**config.mk**
```make
export PLATFORM = sky130hd
export DESIGN_NAME = ranging_sequencer
export DESIGN_NICKNAME = d
export VERILOG_FILES = /design/src/rtl/ranging_sequencer.sv
export SDC_FILE = /design/constraint.sdc
export NUM_CORES = 1
export LEC_CHECK = 0
export BUFFER_PORTS_ARGS = -buffer_cell sky130_fd_sc_hd__buf_2
export CORE_MARGIN = 10
export CORE_UTILIZATION = 52
export DETAILED_ROUTE_END_ITERATION = 10
export PLACE_DENSITY = 0.66
export SLEW_MARGIN = 20
export SYNTH_ARGS = -nofsm -noshare
export SYNTH_HDL_FRONTEND = slang
export SYNTH_SLANG_ARGS = --single-unit
```
**constraint.sdc**
```tcl
create_clock -name clk -period 3.1 [get_ports clk]
set_input_delay 0.62 -clock clk [delete_from_list [all_inputs] [get_ports clk]]
set_output_delay 0.62 -clock clk [all_outputs]
set_load 0.005 [all_outputs]
```
**src/rtl/ranging_sequencer.sv**
```systemverilog
// Ultrasonic ranging controller: fires a burst, blanks ring-down, times the echo and
// averages 2^AVG_LOG2 pings into one reported time-of-flight count.
module ranging_sequencer #(
  parameter int unsigned BLANK_CYC   = 100000,
  parameter int unsigned TIMEOUT_CYC = 3000000,
  parameter int unsigned GAP_CYC     = 500000,
  parameter int unsigned REPEAT_CYC  = 10000000,
  parameter int unsigned AVG_LOG2    = 2,
  parameter int unsigned TOF_W       = 24
) (
  input  logic             clk,
  input  logic             rst,
  input  logic             start,
  input  logic             auto_mode,
  input  logic             abort,
  input  logic             echo,
  input  logic             burst_done,
  output logic             burst_req,
  output logic [TOF_W-1:0] tof,
  output logic             tof_valid,
  output logic             timeout,
  output logic             busy
);

  localparam int unsigned AccW = TOF_W + AVG_LOG2;
  localparam int unsigned CntW = AVG_LOG2 + 1;
  localparam logic [CntW-1:0]  SetLen     = CntW'(1 << AVG_LOG2);
  localparam logic [TOF_W-1:0] BlankVal   = TOF_W'(BLANK_CYC);
  localparam logic [TOF_W-1:0] TimeoutVal = TOF_W'(TIMEOUT_CYC);

  typedef enum logic [2:0] {
    StIdle,
    StFire,
    StBlank,
    StListen,
    StReport,
    StGap
  } state_t;

  state_t           state_q;
  logic             start_q;
  logic [TOF_W-1:0] tof_cnt_q;
  logic [AccW-1:0]  acc_q;
  logic [CntW-1:0]  samp_q;
  logic [31:0]      rep_q;
  logic [31:0]      gap_q;
  // Set finished (reported or abandoned): GAP then returns to IDLE instead of firing.
  logic             set_end_q;

  logic             start_edge;
  logic             trigger;
  logic [TOF_W-1:0] tof_cnt_inc;
  logic [AccW-1:0]  acc_sum;
  logic [CntW-1:0]  samp_inc;
  logic             set_full;
  logic [TOF_W-1:0] avg;

  always_comb begin
    start_edge  = start & ~start_q;
    trigger     = start_edge | (auto_mode & (rep_q == REPEAT_CYC - 1));
    tof_cnt_inc = (&tof_cnt_q) ? tof_cnt_q : tof_cnt_q + 1'b1;
    acc_sum     = acc_q + AccW'(tof_cnt_q);
    samp_inc    = samp_q + 1'b1;
    set_full    = (samp_inc == SetLen);
    avg         = TOF_W'(acc_sum >> AVG_LOG2);
  end

  assign busy = (state_q != StIdle);

  always_ff @(posedge clk) begin
    if (rst) begin
      state_q   <= StIdle;
      start_q   <= 1'b0;
      tof_cnt_q <= '0;
      acc_q     <= '0;
      samp_q    <= '0;
      rep_q     <= '0;
      gap_q     <= '0;
      set_end_q <= 1'b0;
      burst_req <= 1'b0;
      tof       <= '0;
      tof_valid <= 1'b0;
      timeout   <= 1'b0;
    end else if (abort) begin
      // start_q keeps tracking so a start held through abort is not seen as a new edge.
      state_q   <= StIdle;
      start_q   <= start;
      tof_cnt_q <= '0;
      acc_q     <= '0;
      samp_q    <= '0;
      rep_q     <= '0;
      gap_q     <= '0;
      set_end_q <= 1'b0;
      burst_req <= 1'b0;
      tof       <= '0;
      tof_valid <= 1'b0;
      timeout   <= 1'b0;
    end else begin
      start_q   <= start;
      tof_valid <= 1'b0;
      timeout   <= 1'b0;
      unique case (state_q)
        StIdle: begin
          if (trigger) begin
            state_q   <= StFire;
            tof_cnt_q <= '0;
            burst_req <= 1'b1;
            rep_q     <= '0;
            set_end_q <= 1'b0;
          end else if (auto_mode) begin
            rep_q <= rep_q + 1'b1;
          end else begin
            rep_q <= '0;
          end
        end
        StFire: begin
          tof_cnt_q <= tof_cnt_inc;
          if (burst_done) begin
            burst_req <= 1'b0;
            state_q   <= (tof_cnt_q >= BlankVal) ? StListen : StBlank;
          end
        end
        StBlank: begin
          tof_cnt_q <= tof_cnt_inc;
          if (tof_cnt_q >= BlankVal) begin
            state_q <= StListen;
          end
        end
        StListen: begin
          tof_cnt_q <= tof_cnt_inc;
          if (echo) begin
            acc_q  <= acc_sum;
            samp_q <= samp_inc;
            gap_q  <= '0;
            if (set_full) begin
              tof       <= avg;
              tof_valid <= 1'b1;
              state_q   <= StReport;
            end else begin
              state_q <= StGap;
            end
          end else if (tof_cnt_q == TimeoutVal) begin
            timeout   <= 1'b1;
            acc_q     <= '0;
            samp_q    <= '0;
            set_end_q <= 1'b1;
            gap_q     <= '0;
            state_q   <= StGap;
          end
        end
        StReport: begin
          acc_q     <= '0;
          samp_q    <= '0;
          set_end_q <= 1'b1;
          gap_q     <= '0;
          state_q   <= StGap;
        end
        StGap: begin
          if (gap_q == GAP_CYC - 1) begin
            if (set_end_q) begin
              state_q <= StIdle;
              rep_q   <= '0;
            end else begin
              state_q   <= StFire;
              tof_cnt_q <= '0;
              burst_req <= 1'b1;
            end
          end else begin
            gap_q <= gap_q + 1'b1;
          end
        end
        default: state_q <= StIdle;
      endcase
    end
  end

endmodule

```
==> results.txt <==
----------------------------------------------------
[Floorplanning]
  Die ar. ... 0.0210 mm^2
  Chip height ... 145 um
  Placeable Area ... 0.0152 mm^2
  Effective utilization at floorplan ... 0.532
  Total I/O pin count ... 35
  Row count ... 45
  Die X ... 145 um

[Logic synthesis]
  Post-synthesis sequential area ratio ... 0.369
  Register bit count reported by yosys ... 149
  Post-synth top area share ... 0.369
  Number of library cell types mapped by synthesis ... 71
  Number of enable flip-flop cells after synthesis ... 0
  Leading cell types by total area after synthesis ... sky130_fd_sc_hd__dfxtp_1 (37%), sky130_fd_sc_hd__xnor2_1 (5.8%), sky130_fd_sc_hd__nor2_1 (4.9%)
  Most common cell in the netlist ... sky130_fd_sc_hd__dfxtp_1
  Combined area of all synthesized cells ... 0.00809 mm^2
  List of most frequent post-synthesis cells ... sky130_fd_sc_hd__dfxtp_1 (149), sky130_fd_sc_hd__nor2_1 (106), sky130_fd_sc_hd__nand2_1 (92)
  Gate Count Post-Synth ... 979
  Top cell type by total area after synthesis ... sky130_fd_sc_hd__dfxtp_1
  Dominant synthesized flop cell ... sky130_fd_sc_hd__dfxtp_1
  Synthesized Nets ... 1,017
  Fraction of registers with async set/reset ... 0
  Number of warnings reported in the yosys synthesis log ... 0
  Synthesized area per cell ... 8.27 um^2

[Global routing]
  First-pass GRT wire length ... 33,700 um
  Global-route total usage across every layer ... 0.200
  Vias in the first global route ... 6,681
  Sum of overflow across all layers after global routing ... 0
  Pin count of the biggest net entering global routing ... 30
  Initial antenna violation count ... 0

[Pwr]
  Total power draw ... 4.19 mW
  Largest vdd supply drop ... 0.000448 V
  Static Leak ... 3.25 nW
  Power per unit of standard cell area ... 459 mW/mm^2

[Placement]
  Area after detailed placement ... 0.00851 mm^2
  Port Buffer Count ... 34
  Final estimated routing congestion in global placement ... 0.900
  Detailed placer's ending HPWL ... 14,500 um
  Post-place setup slack ... 0.202 ns

[Clock network]
  Worst-skew pair later-pin latency ... 0.43 ns
  CTS buffer count ... 17
  CTS root buffer ... sky130_fd_sc_hd__clkbuf_16
  Number of sinks handled by clock tree synthesis ... 149
  TritonCTS clock tree ... built
  Clock Pin Slew Worst Setup and Hold Paths ... 0.06 ns
  Deepest clock path buffer count ... 2
  Maximum level of the CTS H-tree ... 4

[STA]
  Final hold vios ... 0
  Max-slew violation count ... 0
  Final WS setup ... 0.316 ns
  Unrepaired setup endpoints after global routing ... no
  Final worst path period share ... 0.898
  Upper clock frequency limit ... 0.359 GHz
  Post-route setup TNS ... 0 ns
  Worst-Margin Slew ... 0.954 ns
  Finish-stage setup viols ... 0
  Final setup skew ... 0.0140 ns
  Max-Slew Margin vs Limit ... 0.359
  Post-layout minimum cycle time ... 2.78 ns

[Critical path]
  Worst R2R Setup Slack ... 0.32 ns
  Type of origin of the critical path ... register
  Crit path arrival time ... 3.10 ns
  Maximum fanout count along the critical path ... 12
  Worst EP required ... 3.41 ns
  Endpoint kind of the worst setup timing path ... register
  Worst R2R Start ... gap_q[0]
  Depth of the worst register-to-register path ... 8
  Crit Path Class ... reg -> reg
  Capturing point of the worst reg2reg path ... rep_q[18]

[Detailed routing]
  Vias after detailed routing ... 7,186
  Detail Route Antenna Nets ... 0
  Detail-routed net length per standard cell ... 16.8 um
  Total wire length ... 20,300 um
  Detailed-route DRC error count ... 0
  Average vias per placed instance ... 5.93
  First-pass iteration count of the detailed router ... 5
  Iteration-0 DRC count of the detailed router ... 496

[Hold path]
  Hold Crit Class ... in -> reg
  Worst Hold End ... start_q
  Hold path depth ... 2
  Min-Delay Startpoint ... rst

[Cells and area]
  Post-route standard cell area excluding fillers ... 0.00912 mm^2
  Fill cell total of the finished layout ... 1,368
  Final-stage net count ... 1,049
  Share of post-route cells with drive strength above 1 ... 0.107
  Count of inserted antenna diode cells ... 0
  Syn-to-layout area delta ... 12.7%

[Status]
  Outcome ... complete, no violations

[Flow run]
  Count of max-cap constraint violations ... 0

----------------------------------------------------
## layout by cell type (no fill, tap or decap), types with 13 or more instances in the layout
cell / synthesis / routed
sky130_fd_sc_hd__and3_1: 16 / 16
sky130_fd_sc_hd__o2111ai_1: 18 / 18
sky130_fd_sc_hd__inv_1: 28 / 28
sky130_fd_sc_hd__buf_2: 10 / 34
sky130_fd_sc_hd__buf_4: 0 / 25
sky130_fd_sc_hd__nand3_1: 45 / 45
sky130_fd_sc_hd__a22o_1: 13 / 13
sky130_fd_sc_hd__nand4_1: 31 / 31
sky130_fd_sc_hd__nor2_1: 106 / 106
sky130_fd_sc_hd__o21ai_0: 37 / 37
sky130_fd_sc_hd__dfxtp_1: 149 / 149
sky130_fd_sc_hd__ha_1: 30 / 30
sky130_fd_sc_hd__xor2_1: 31 / 31
sky130_fd_sc_hd__clkbuf_16: 0 / 17
sky130_fd_sc_hd__a21oi_1: 57 / 57
sky130_fd_sc_hd__or3_1: 14 / 14
sky130_fd_sc_hd__o211ai_1: 14 / 14
sky130_fd_sc_hd__xnor2_1: 54 / 54
sky130_fd_sc_hd__nand2_1: 92 / 92
sky130_fd_sc_hd__nor3_1: 38 / 38
sky130_fd_sc_hd__nor4_1: 23 / 23
## metal layers
layer	track usage	vias up	part of all wire
met2	0.329	122	0.48
met4	0.0691	0	0.023
li1	-	3651	-
met3	0.0394	31	0.037
met5	0	-	0
met1	0.255	3382	0.46
## critical path: stages, from the launching register on
cell	delay, ns
sky130_fd_sc_hd__dfxtp_1	0.41
sky130_fd_sc_hd__ha_1	0.22
sky130_fd_sc_hd__and4_1	0.32
sky130_fd_sc_hd__nand3_1	0.16
sky130_fd_sc_hd__nor4_2	0.48
sky130_fd_sc_hd__o21ai_1	0.41
sky130_fd_sc_hd__nor4_1	0.45
sky130_fd_sc_hd__xnor2_1	0.16
sky130_fd_sc_hd__nor2_1	0.05
## cell type report
cell class	count	area [um^2]	area share
inverters	29	109	0.0119
flip-flops and latches	149	2980	0.327
clock buffers	21	460	0.0505
clock inverters	11	148	0.0162
well taps	188	235	0.0258
repair buffers	60	378	0.0414
multi-input cells	754	4810	0.527
## sequential cells by signal, summed over array words and instances (netlist names)
signal,cells
burst_req,1
start_q,1
tof,24
gap_q,32
set_end_q,1
tof_cnt_q,24
timeout,1
rep_q,32
tof_valid,1
samp_q,3
acc_q,26
state_q,3
## cell families (layout without fill, tap and decap cells)
group / Yosys count / after routing / synth area share
AND/OR/NAND/NOR: 421 / 421 / 0.269
flip-flops: 149 / 149 / 0.369
buffers and inverters: 76 / 121 / 0.0396
multiplexers: 2 / 2 / 0.00247
AO/OA/AOI/OAI: 215 / 215 / 0.180
adder cells (fa/ha/maj): 31 / 31 / 0.0488
XOR/XNOR: 85 / 85 / 0.0920
## power breakdown
part	internal [mW]	total, mW	switching [mW]
clock	1.31	2.14	0.828
combinational	0.0351	0.118	0.0827
sequential	1.92	1.93	0.00774
## stage by stage
step / hold WS [ns] / instances / utilization
final: 0.379 / 1212 / 0.600
after global routing: 0.369 / 1212 / 0.600
after CTS: 0.371 / 1212 / 0.600
after detailed placement: 0.445 / 1180 / 0.560
after global placement: 0.437 / 1180 / 0.560
after floorplan: 0.429 / 979 / -
## repair_timing
action,in CTS,in global routing
endpoints found under the setup margin,0,5
hold endpoints to repair,0,0
resized for setup,0,2
hold buffers,0,0
buffers inserted,0,0
## worst max path at each step
stage                 start         to  slack, ns  cells past startpoint
4_1_cts        tof_cnt_q[0]  acc_q[24]       0.18                      9
6_report           gap_q[0]  rep_q[18]       0.32                      8
5_1_grt        tof_cnt_q[3]    tof[20]       0.02                      8
3_3_place_gp   tof_cnt_q[0]  acc_q[20]       0.26                      8
2_1_floorplan  tof_cnt_q[0]  acc_q[20]       0.47                      8
3_5_place_dp   tof_cnt_q[0]  acc_q[20]       0.20                      8
Power figures use the tool's default switching activity.
